===== src/rtl/pulse_cdc_sync_mc.sv =====
// Multi-channel pulse/event synchroniser into the clk domain with sticky pending/overrun flags.
// Optional per-channel saturating miss counters: define PULSE_CDC_SYNC_MC_MISS_CNT_EN.
module pulse_cdc_sync_mc #(
    parameter int NUM_CH     = 4,
    parameter int NUM_STAGES = 2,
    parameter int MODE       = 0
) (
    input  logic                  clk,
    input  logic                  reset,
    input  logic [NUM_CH-1:0]     data_in,
    input  logic [NUM_CH-1:0]     ack,
    input  logic                  overrun_clr,
    output logic [NUM_CH-1:0]     sync_pulse,
    output logic [NUM_CH-1:0]     pending,
    output logic [NUM_CH-1:0]     overrun,
    output logic [8*NUM_CH-1:0]   miss_cnt
);

    localparam int              WU_MAX  = NUM_STAGES + 1;
    localparam int              WU_W    = $clog2(WU_MAX + 1);
    localparam logic [WU_W-1:0] WU_DONE = WU_W'(WU_MAX);

    logic [NUM_CH-1:0] sync_p0 [NUM_STAGES];
    logic [NUM_CH-1:0] sync_last;
    logic [NUM_CH-1:0] hist_p1;
    logic [WU_W-1:0]   wu_cnt;
    logic [NUM_CH-1:0] raw_evt;
    logic [NUM_CH-1:0] evt;
    logic [NUM_CH-1:0] miss_evt;

    // Stage p0: metastability chain, one vector of flops per stage across all channels
    always_ff @(posedge clk or negedge reset) begin
        if (!reset) begin
            for (int k = 0; k < NUM_STAGES; k++) sync_p0[k] <= '0;
            hist_p1 <= '0;
        end else begin
            sync_p0[0] <= data_in;
            for (int k = 1; k < NUM_STAGES; k++) sync_p0[k] <= sync_p0[k-1];
            hist_p1 <= sync_last;
        end
    end

    assign sync_last = sync_p0[NUM_STAGES-1];

    // Events are ignored until the chain and history have been refilled after reset
    always_ff @(posedge clk or negedge reset) begin
        if (!reset) begin
            wu_cnt <= '0;
        end else if (wu_cnt != WU_DONE) begin
            wu_cnt <= wu_cnt + WU_W'(1);
        end
    end

    generate
        if (MODE == 1) begin : g_rise
            assign raw_evt = sync_last & ~hist_p1;
        end else begin : g_toggle
            assign raw_evt = sync_last ^ hist_p1;
        end
    endgenerate

    assign evt      = (wu_cnt == WU_DONE) ? raw_evt : '0;
    assign miss_evt = evt & pending & ~ack;

    // Stage p1: registered strobe and sticky flags; a new set beats a simultaneous clear
    always_ff @(posedge clk or negedge reset) begin
        if (!reset) begin
            sync_pulse <= '0;
            pending    <= '0;
            overrun    <= '0;
        end else begin
            sync_pulse <= evt;
            pending    <= evt | (pending & ~ack);
            overrun    <= miss_evt | (overrun & ~{NUM_CH{overrun_clr}});
        end
    end

`ifdef PULSE_CDC_SYNC_MC_MISS_CNT_EN
    function automatic logic [7:0] sat_inc8(input logic [7:0] v);
        return (v == 8'hFF) ? v : v + 8'd1;
    endfunction

    logic [7:0] cnt_q [NUM_CH];

    always_ff @(posedge clk or negedge reset) begin
        if (!reset) begin
            for (int i = 0; i < NUM_CH; i++) cnt_q[i] <= '0;
        end else begin
            for (int i = 0; i < NUM_CH; i++) begin
                if (overrun_clr) begin
                    cnt_q[i] <= miss_evt[i] ? 8'd1 : 8'd0;
                end else if (miss_evt[i]) begin
                    cnt_q[i] <= sat_inc8(cnt_q[i]);
                end
            end
        end
    end

    for (genvar gi = 0; gi < NUM_CH; gi++) begin : g_cnt
        assign miss_cnt[8*gi +: 8] = cnt_q[gi];
    end
`else
    assign miss_cnt = '0;
`endif

endmodule


===== config.mk =====
export PLATFORM = sky130hd
export DESIGN_NAME = pulse_cdc_sync_mc
export DESIGN_NICKNAME = d
export VERILOG_FILES = /design/src/rtl/pulse_cdc_sync_mc.sv
export SDC_FILE = /design/constraint.sdc
export NUM_CORES = 1
export LEC_CHECK = 0
export ABC_AREA = 1
export CAP_MARGIN = 20
export CORE_ASPECT_RATIO = 1.1
export CORE_UTILIZATION = 43
export CTS_CLUSTER_SIZE = 16
export DETAILED_ROUTE_END_ITERATION = 12
export GPL_TIMING_DRIVEN = 0
export PLACE_DENSITY = 0.84
export SYNTH_ARGS = -nofsm -noshare
export SYNTH_HDL_FRONTEND = slang
export SYNTH_SLANG_ARGS = --single-unit

===== constraint.sdc =====
create_clock -name clk -period 2.6 [get_ports clk]
set_clock_uncertainty 0.15 [all_clocks]
set_input_delay 0.39 -clock clk [delete_from_list [all_inputs] [get_ports clk]]
set_output_delay 0.39 -clock clk [all_outputs]
set_load 0.01 [all_outputs]

; ---- Word level (Yosys, flattened, before mapping)
; Index checks and enable logic that the tools add are counted.
; Widths: inputs -> output; s select.
[op_classes]
n_bitwise = 9
muxes = 1
n_addsub = 1
eq_ne = 2
[op_table]
columns = operator, count
row1 = $and 4x4->4, 4
row2 = $not 4->4, 2
row3 = $or 4x4->4, 2
row4 = $mux 4, 1
row5 = $xor 4x4->4, 1
row6 = $add 2x1->2 const B, 1
row7 = $eq 2x2->1 const B, 1
row8 = $ne 2x2->1 const B, 1
[word_totals]
wordCells = 20
ff_bits = 26
inputBits = 11

; ---- Longest topological paths before layout
; Gate-level depths: netlist (run 1).
[logic_depth]
depth_word = 5
mapped_depth = 5
depth_no_buf = 5

; ---- Least setup slack after synthesis (run 1)
; No wires, ideal clock.
[synth_path]
kind = register to register
startpoint = register wu_cnt[0]
endpoint = register pending[0]
setup_ns = 0.119
slack_ns = 1.446
arrival_ns = 0.885
path_stages_with_launch = 6
synth_period_minus_slack_ns = 1.154
path_buffers = 0
cell_sequence = dfrtp_1 -> ha_1 -> inv_2 -> a21oi_2 -> nand2_1 -> o21ai_2
[synth_between]
elab_chain_len = 3
[synth_lines]
columns = element, line
row1 = start: declaration, 26  ; logic [WU_W-1:0] wu_cnt;
row2 = start signal: assignment, 50  ; wu_cnt <= wu_cnt + WU_W'(1);
row3 = $eq 2x2->1, 62  ; assign evt = (wu_cnt == WU_DONE) ? raw_evt : '0;
row4 = $mux 4, 62
row5 = $or 4x4->4, 73  ; pending <= evt | (pending & ~ack);
row6 = end signal: assignment, 73
row7 = end: declaration, 14  ; output logic [NUM_CH-1:0] pending,
; Every way passes these cells.
; A chain may end at the register's enable or synchronous reset.

; ---- Worst setup path in the final report (run 1)
[layout_path]
startpoint = register overrun[1]
endpoint = output overrun[1]
[layout_rtl]
columns = element, line
row1 = start: declaration, 15  ; output logic [NUM_CH-1:0] overrun,
row2 = start signal: assignment, 74  ; overrun <= miss_evt | (overrun & ~{NUM_CH{overrun_clr}});
; No word-level cell between the ends.

==> flow_metrics.tcl, run 1 <==
set metrics [dict create \
    num-nets-final 177 \
    global_route_wire_length_before_repair_mm 2.75 \
    internal_power_mw 0.607 \
    end_kind "primary output" \
    floorplan.die.height_um 56 \
    netlist-cell-type-count 13 \
    clock_sink_count 26 \
    dr_total_vias 739 \
    rows 19 \
    worstHoldPathType "reg -> reg" \
    timing.reg2reg.setup_slack_ns 1.34 \
    setup_slack_ns 0.814 \
    share_seq_of_total_power_pct 55.1 \
    worstPathArrival_ns 1.25 \
    power-per-cell-area_nw_per_um2 511 \
    worst_hold_startpoint "sync_p0[6]" \
    worst_case_reg_to_reg_path_depth 5 \
    worst_skew_pair.late_latency_ns 0.32 \
    fp.dieArea_um2 2860 \
    synthesized_flop_and_latch_total 26 \
    drcViolationCount 0 \
    post-cts-setup-buffer-count 0 \
    crit_path_top_delay_cell "sky130_fd_sc_hd__clkdlybuf4s50_1" \
    start_util_pct 45.7 \
    clockBufferDepth 2 \
    clock_tree_from_tritoncts "done" \
    synth_area_leaders "sky130_fd_sc_hd__dfrtp_1 (57%), sky130_fd_sc_hd__buf_4 (21%), sky130_fd_sc_hd__nand2_1 (4.9%)" \
    io_buffer_count 22 \
    hpwl_mm 1.27 \
    report.final.hold_viol_count 0 \
    worst_setup_path_start_kind "flip-flop" \
    route.antenna.remaining_nets 0 \
    post_dp_cell_area_um2 1520 \
    cp.buffers_inverters 1 \
    whs_endpoint "sync_last[2]" \
    setup-tns-final_ns 0 \
    holdBufCountCts 0 \
    globalRouteOverflowTotal 0 \
    cpLargestDelayFamily "buffers and inverters" \
    cts.clk_slew.worst_paths_ns 0.13 \
    result_of_the_run "completed" \
    post-place-ws_ns 0.682 \
    final_layout_size_suffix_gt1_share_pct 28.0 \
    antenna-diode-count 0 \
    finalWirelength_mm 1.64 \
    ctsResizeCount 0 \
    clockPowerShare_pct 24.9 \
    cts_htree_levels 1 \
    synth_largest_type_area_fraction_pct 57.1 \
    final_cell_area_um2 1580 \
    vias_per_cell 3.79 \
    share_comb_of_total_power_pct 20.0 \
    yosysWarningCount 0 \
    switchingPower_mw 0.200 \
    layout_min_cycle_time_ns 1.79 \
    max-cap-violations 0 \
    synthesis.area_um2 1140 \
    max_freq_mhz 560 \
    seq_area_frac_synth_pct 57.1 \
    synthesis.instances 106 \
    required_ns 2.06 \
    detail_route.wl_per_cell_um 8.42 \
    critical-path-max-stage-delay_ns 0.54 \
    synth.largest_area_cell "sky130_fd_sc_hd__dfrtp_1" \
    power_leakage_nw 0.854 \
    maxSlewViolCount 0 \
    drt-pass1-iter-count 4 \
    final_min_period_over_clock_period_pct 68.7 \
    die_width_um 51.1 \
    switching_share_pct 24.7 \
    worstPathMaxFanout 2 \
    detail_route.iter0.violations 4 \
    ioPinCount 55 \
    worst_ir_drop_vdd_mv 0.310 \
    hold_depth 0 \
    cts-root-buf "sky130_fd_sc_hd__clkbuf_4" \
    rsz0062_at_grt "no" \
    cts_inserted_buffers 3 \
    rr_endpoint "pending[1]" \
    placeableCoreArea_um2 2500 \
    globalplace.congestion 0.713 \
    post_synth.cell_area_avg_um2 10.8 \
    layout-area-overhead-vs-synth_pct 38.5 \
    first_global_vias 669 \
    setup_viol_count_final 0 \
    globalRouteTotalUtil_pct 12.6 \
    antenna_violations_before_repair 0 \
    critPathKind "reg -> out" \
    grt_start_max_net_pins 27 \
    worstPathCellList "clkdlybuf4s50_1" \
    crit-reg2reg-launch "wu_cnt[0]" \
]
[cell families (layout without fill, tap and decap cells)]
group           after synthesis  in the layout  share of synthesized area, %
compound gates                8              8                          6.15
xor+xnor                      1              1                         0.769
fa+ha+maj                     1              1                          1.10
buf+inv                      42             69                          24.4
flops                        26             26                          57.1
other cells                   1             32                         0.329
simple gates                 27             27                          10.2
[stage by stage]
| step | utilization [%] | total power, mW | hold WS [ns] | cells |
|---|---|---|---|---|
| after floorplan | - | 0.543 | -0.0556 | 137 |
| after global placement | 60.7 | 0.605 | 0.182 | 190 |
| after detailed placement | 60.7 | 0.608 | 0.185 | 190 |
| after CTS | 62.2 | 0.811 | 0.216 | 194 |
| after global routing | 63.3 | 0.847 | 0.224 | 195 |
| final | 63.3 | 0.807 | 0.213 | 195 |
[power by group through the flow]
stage	Sequential (mW)	Combinational, mW	Clock (mW)
5_1_grt	0.448	0.179	0.219
3_5_place_dp	0.453	0.156	0
4_1_cts	0.445	0.156	0.210
6_report	0.444	0.162	0.201
3_3_place_gp	0.451	0.154	0
2_1_floorplan	0.460	0.0835	0
[worst max-delay path by stage]
stage / from / to / slack [ns] / depth (start not counted)
after floorplan: wu_cnt[0] / pending[0] / 1.45 / 5
after global placement: reset / pending[3] / 0.75 / 1
after detailed placement: reset / overrun[3] / 0.68 / 1
after CTS: overrun[1] / overrun[1] / 0.80 / 1
after global routing: overrun[2] / overrun[2] / 0.77 / 1
final: overrun[1] / overrun[1] / 0.81 / 1
[state kept, by name (all words and copies together) (netlist names)]
signal and flops:
overrun 4, wu_cnt 2, sync_p0 4, sync_pulse 4
hist_p1 4, pending 4, sync_last 4
[area by class of cell]
type / count / area [µm²]
fill: 218 / 917
sequential: 26 / 651
multi-input combinational: 69 / 328
timing repair buffer: 23 / 248
buffer: 32 / 240
tap: 31 / 38.8
inverter: 10 / 37.5
clock buffer: 4 / 36.3
[cell usage in the layout (no fill, tap or decap), drive strengths merged]
cell / Yosys / final
nand2: 15 / 15
nand3: 4 / 4
buf: 32 / 33
clkbuf: 0 / 4
dfrtp: 26 / 26
a21oi: 4 / 4
xnor2: 1 / 1
nor2: 4 / 4
conb: 1 / 32
or2: 4 / 4
clkdlybuf4s50: 0 / 22
o21ai: 4 / 4
ha: 1 / 1
inv: 10 / 10
[synthesized netlist by cell type]
cell	n
sky130_fd_sc_hd__a21oi_2	4
sky130_fd_sc_hd__or2_1	4
sky130_fd_sc_hd__o21ai_2	4
sky130_fd_sc_hd__inv_1	9
sky130_fd_sc_hd__conb_1	1
sky130_fd_sc_hd__buf_4	32
sky130_fd_sc_hd__dfrtp_1	26
sky130_fd_sc_hd__nand2_1	15
sky130_fd_sc_hd__ha_1	1
sky130_fd_sc_hd__inv_2	1
sky130_fd_sc_hd__nor2_1	4
sky130_fd_sc_hd__nand3_1	4
sky130_fd_sc_hd__xnor2_1	1
[per-layer routing]
layer	track usage, %	part of all wire (%)
met1	16.0	41
met3	1.91	8.8
met5	0	0
met2	20.9	48
met4	5.95	1.7
No activity file was read; power rests on OpenSTA's default activity.
==> run 2, diff against run 1 <==
--- a/config.mk
+++ b/config.mk
@@ -8,11 +8,11 @@
 export ABC_AREA = 1
 export CAP_MARGIN = 20
 export CORE_ASPECT_RATIO = 1.1
-export CORE_UTILIZATION = 43
+export CORE_UTILIZATION = 36
 export CTS_CLUSTER_SIZE = 16
 export DETAILED_ROUTE_END_ITERATION = 12
 export GPL_TIMING_DRIVEN = 0
-export PLACE_DENSITY = 0.84
+export PLACE_DENSITY = 0.75
 export SYNTH_ARGS = -nofsm -noshare
 export SYNTH_HDL_FRONTEND = slang
 export SYNTH_SLANG_ARGS = --single-unit
==> constraint.sdc (replaced) <==
create_clock -name clk -period 1.6 [get_ports clk]
set_clock_uncertainty 0.15 [all_clocks]
set_input_delay 0.24 -clock clk [delete_from_list [all_inputs] [get_ports clk]]
set_output_delay 0.24 -clock clk [all_outputs]
set_load 0.01 [all_outputs]
==> run 2 against run 1 <==
Against the previous run: design area grew 1.3%; critical path type unchanged; setup slack lost 0.61 ns; sequential cell count is the same; largest cell class unchanged; highest routed layer is now met3; register-to-register slack lost 1.0 ns; non-clock buffer count grew 1; routed wire length grew 5.6%.
==> flow_metrics.tcl, run 2 (synthesis gave the netlist of run 1 again) <==
set metrics [dict create \
    result_of_the_run "completed" \
    crit_path_top_delay_cell "sky130_fd_sc_hd__dfrtp_1" \
    cp.buffers_inverters 1 \
    num-fill-cells 297 \
    clock_tree_from_tritoncts "done" \
    sequential_cell_area_um2 651 \
    post-place-ws_ns -0.189 \
    die_width_um 55.7 \
    multi_input_comb_area_um2 328 \
    globalplace.congestion 0.684 \
    worst_case_reg_to_reg_path_depth 5 \
    io_buffer_count 22 \
    cts_htree_levels 1 \
    crit-reg2reg-launch "wu_cnt[0]" \
    power-per-cell-area_nw_per_um2 884 \
    end_kind "primary output" \
    max-cap-violations 0 \
    route.antenna.remaining_nets 0 \
    drt-pass1-iter-count 2 \
    worst_ir_drop_vdd_mv 0.698 \
    start_util_pct 37.7 \
    worstPathCellList "dlygate4sd2_1" \
    antenna_violations_before_repair 0 \
    global_route_wire_length_before_repair_mm 2.86 \
    critPathKind "reg -> out" \
    final_layout_size_suffix_gt1_share_pct 28.5 \
    worstPathArrival_ns 1.00 \
    num-nets-final 178 \
    layout.cells.most_common_list "sky130_fd_sc_hd__buf_4 (33), sky130_fd_sc_hd__conb_1 (32), sky130_fd_sc_hd__dfrtp_1 (26)" \
    dr_total_vias 753 \
    critical-path-max-stage-delay_ns 0.41 \
    worst_setup_path_start_kind "flip-flop" \
    grt_start_max_net_pins 27 \
    ioPinCount 55 \
    timing.reg2reg.setup_slack_ns 0.34 \
    setup_slack_ns 0.208 \
    cpLargestDelayFamily "flip-flops" \
    placeableCoreArea_um2 3020 \
    rsz0062_at_grt "no" \
    rows 21 \
    setup-tns-final_ns 0 \
    maxSlewViolCount 0 \
    clockBufferDepth 2 \
    layout_min_cycle_time_ns 1.39 \
    setup_viol_count_final 0 \
    required_ns 1.21 \
    finalWirelength_mm 1.73 \
    worst_skew_pair.late_latency_ns 0.31 \
    power_leakage_nw 0.892 \
    detail_route.wl_per_cell_um 8.71 \
    globalRouteTotalUtil_pct 10.9 \
    vias_per_cell 3.78 \
    worstHoldPathType "in -> async" \
    cts-root-buf "sky130_fd_sc_hd__clkbuf_4" \
    antenna-diode-count 0 \
    clock_sink_count 26 \
    cts_inserted_buffers 3 \
    floorplan.die.height_um 61.0 \
    globalRouteOverflowTotal 0 \
    drcViolationCount 0 \
    layout-area-overhead-vs-synth_pct 40.3 \
    worstPathMaxFanout 2 \
    cts.clk_slew.worst_paths_ns 0.14 \
    detail_route.iter0.violations 7 \
    hpwl_mm 1.39 \
    first_global_vias 717 \
    max_freq_mhz 718 \
    rr_endpoint "pending[3]" \
    most_common_library_cell_in_the_layout_ignoring_fill_and_taps "sky130_fd_sc_hd__buf_4" \
    report.final.hold_viol_count 0 \
    holdBufCountCts 0 \
    final_min_period_over_clock_period_pct 87.0 \
    fp.dieArea_um2 3400 \
]
==> run 2: cell count changes in the layout (fill, tap and decap cells not counted), sizes merged <==
cell / before / now
clkdlybuf4s50: 22 / 10
dlygate4sd2: 0 / 10
dlymetal6s2s: 0 / 2
buf: 33 / 34
bufinv: 0 / 1
clkbuf: 4 / 3
==> run 2: worst max path at each step <==
stage | startpoint | to | slack, ns | depth (start not counted)
6_report | pending[0] | pending[0] | 0.21 | 1
5_1_grt | pending[0] | pending[0] | 0.16 | 1
4_1_cts | sync_pulse[0] | sync_pulse[0] | 0.01 | 1
3_5_place_dp | reset | sync_pulse[0] | -0.19 | 1
3_3_place_gp | reset | overrun[1] | -0.11 | 1
2_1_floorplan | wu_cnt[0] | pending[0] | 0.45 | 5
==> run 2: layout make-up <==
class / instances / share of cell area [%]
inverters: 10 / 2.35
flip-flops and latches: 26 / 40.7
repair buffers: 24 / 15.5
multi-input cells: 69 / 20.5
clock inverters: 1 / 1.88
well taps: 34 / 2.66
clock buffers: 3 / 1.41
plain buffers: 32 / 15.0
==> run 2: stage by stage <==
step / util (%) / hold slack (ns) / area, µm² / total power, mW / cells
after global routing: 52.9 / 0.0428 / 1600 / 1.49 / 199
after detailed placement: 50.3 / 0.186 / 1520 / 0.993 / 193
after CTS: 51.8 / 0.193 / 1570 / 1.42 / 198
after global placement: 50.3 / 0.183 / 1520 / 0.985 / 193
after floorplan: - / -0.206 / 1260 / 0.883 / 137
final: 52.9 / 0.0422 / 1600 / 1.41 / 199
==> run 2: what timing repair did <==
action / CTS / global route
cloned: 0 / 0
buffers inserted: 1 / 0
endpoints found under the setup margin: 10 / 2
endpoints found under the hold margin: 0 / 0
gates resized for setup: 10 / 2
==> run 2: routing by layer <==
layer	wire, µm	share of wire (%)	up-vias	global-route usage (%)
met5	0	0	-	0
met4	0	0	0	4.29
met3	160	9.2	0	2.73
met2	934	54	34	21.5
met1	640	37	340	11.4
li1	-	-	379	-
==> run 2: worst register-to-register path: stages, from the launching register on <==
cell	delay (ns)
sky130_fd_sc_hd__dfrtp_1	0.42
sky130_fd_sc_hd__ha_1	0.25
sky130_fd_sc_hd__inv_2	0.13
sky130_fd_sc_hd__a21oi_2	0.05
sky130_fd_sc_hd__nand2_1	0.09
sky130_fd_sc_hd__o21ai_2	0.06
==> run 2: power breakdown <==
group	total (mW)	internal (mW)	switching [mW]
Combinational	0.249	0.131	0.118
Sequential	0.721	0.700	0.0204
Clock	0.444	0.253	0.191
==> run 3, diff against run 2 <==
--- a/config.mk
+++ b/config.mk
@@ -8,11 +8,11 @@
 export ABC_AREA = 1
 export CAP_MARGIN = 20
 export CORE_ASPECT_RATIO = 1.1
-export CORE_UTILIZATION = 36
+export CORE_UTILIZATION = 43
 export CTS_CLUSTER_SIZE = 16
 export DETAILED_ROUTE_END_ITERATION = 12
 export GPL_TIMING_DRIVEN = 0
-export PLACE_DENSITY = 0.75
+export PLACE_DENSITY = 0.84
 export SYNTH_ARGS = -nofsm -noshare
 export SYNTH_HDL_FRONTEND = slang
 export SYNTH_SLANG_ARGS = --single-unit
==> constraint.sdc (replaced) <==
create_clock -name clk -period 1.8 [get_ports clk]
set_clock_uncertainty 0.15 [all_clocks]
set_input_delay 0.27 -clock clk [delete_from_list [all_inputs] [get_ports clk]]
set_output_delay 0.27 -clock clk [all_outputs]
set_load 0.01 [all_outputs]
==> results of run 3 <==
Same layout as run 1 (identical final DEF). Status: completed.
Main changes from that run: setup slack after placement 0.682 ns -> 0.00153 ns; setup slack after layout 0.814 ns -> 0.134 ns; hold slack 0.213 ns -> 0.0970 ns; register-to-register setup slack 1.34 ns -> 0.54 ns; total power 0.807 mW -> 1.17 mW; worst IR drop on VDD 0.310 mV -> 0.447 mV
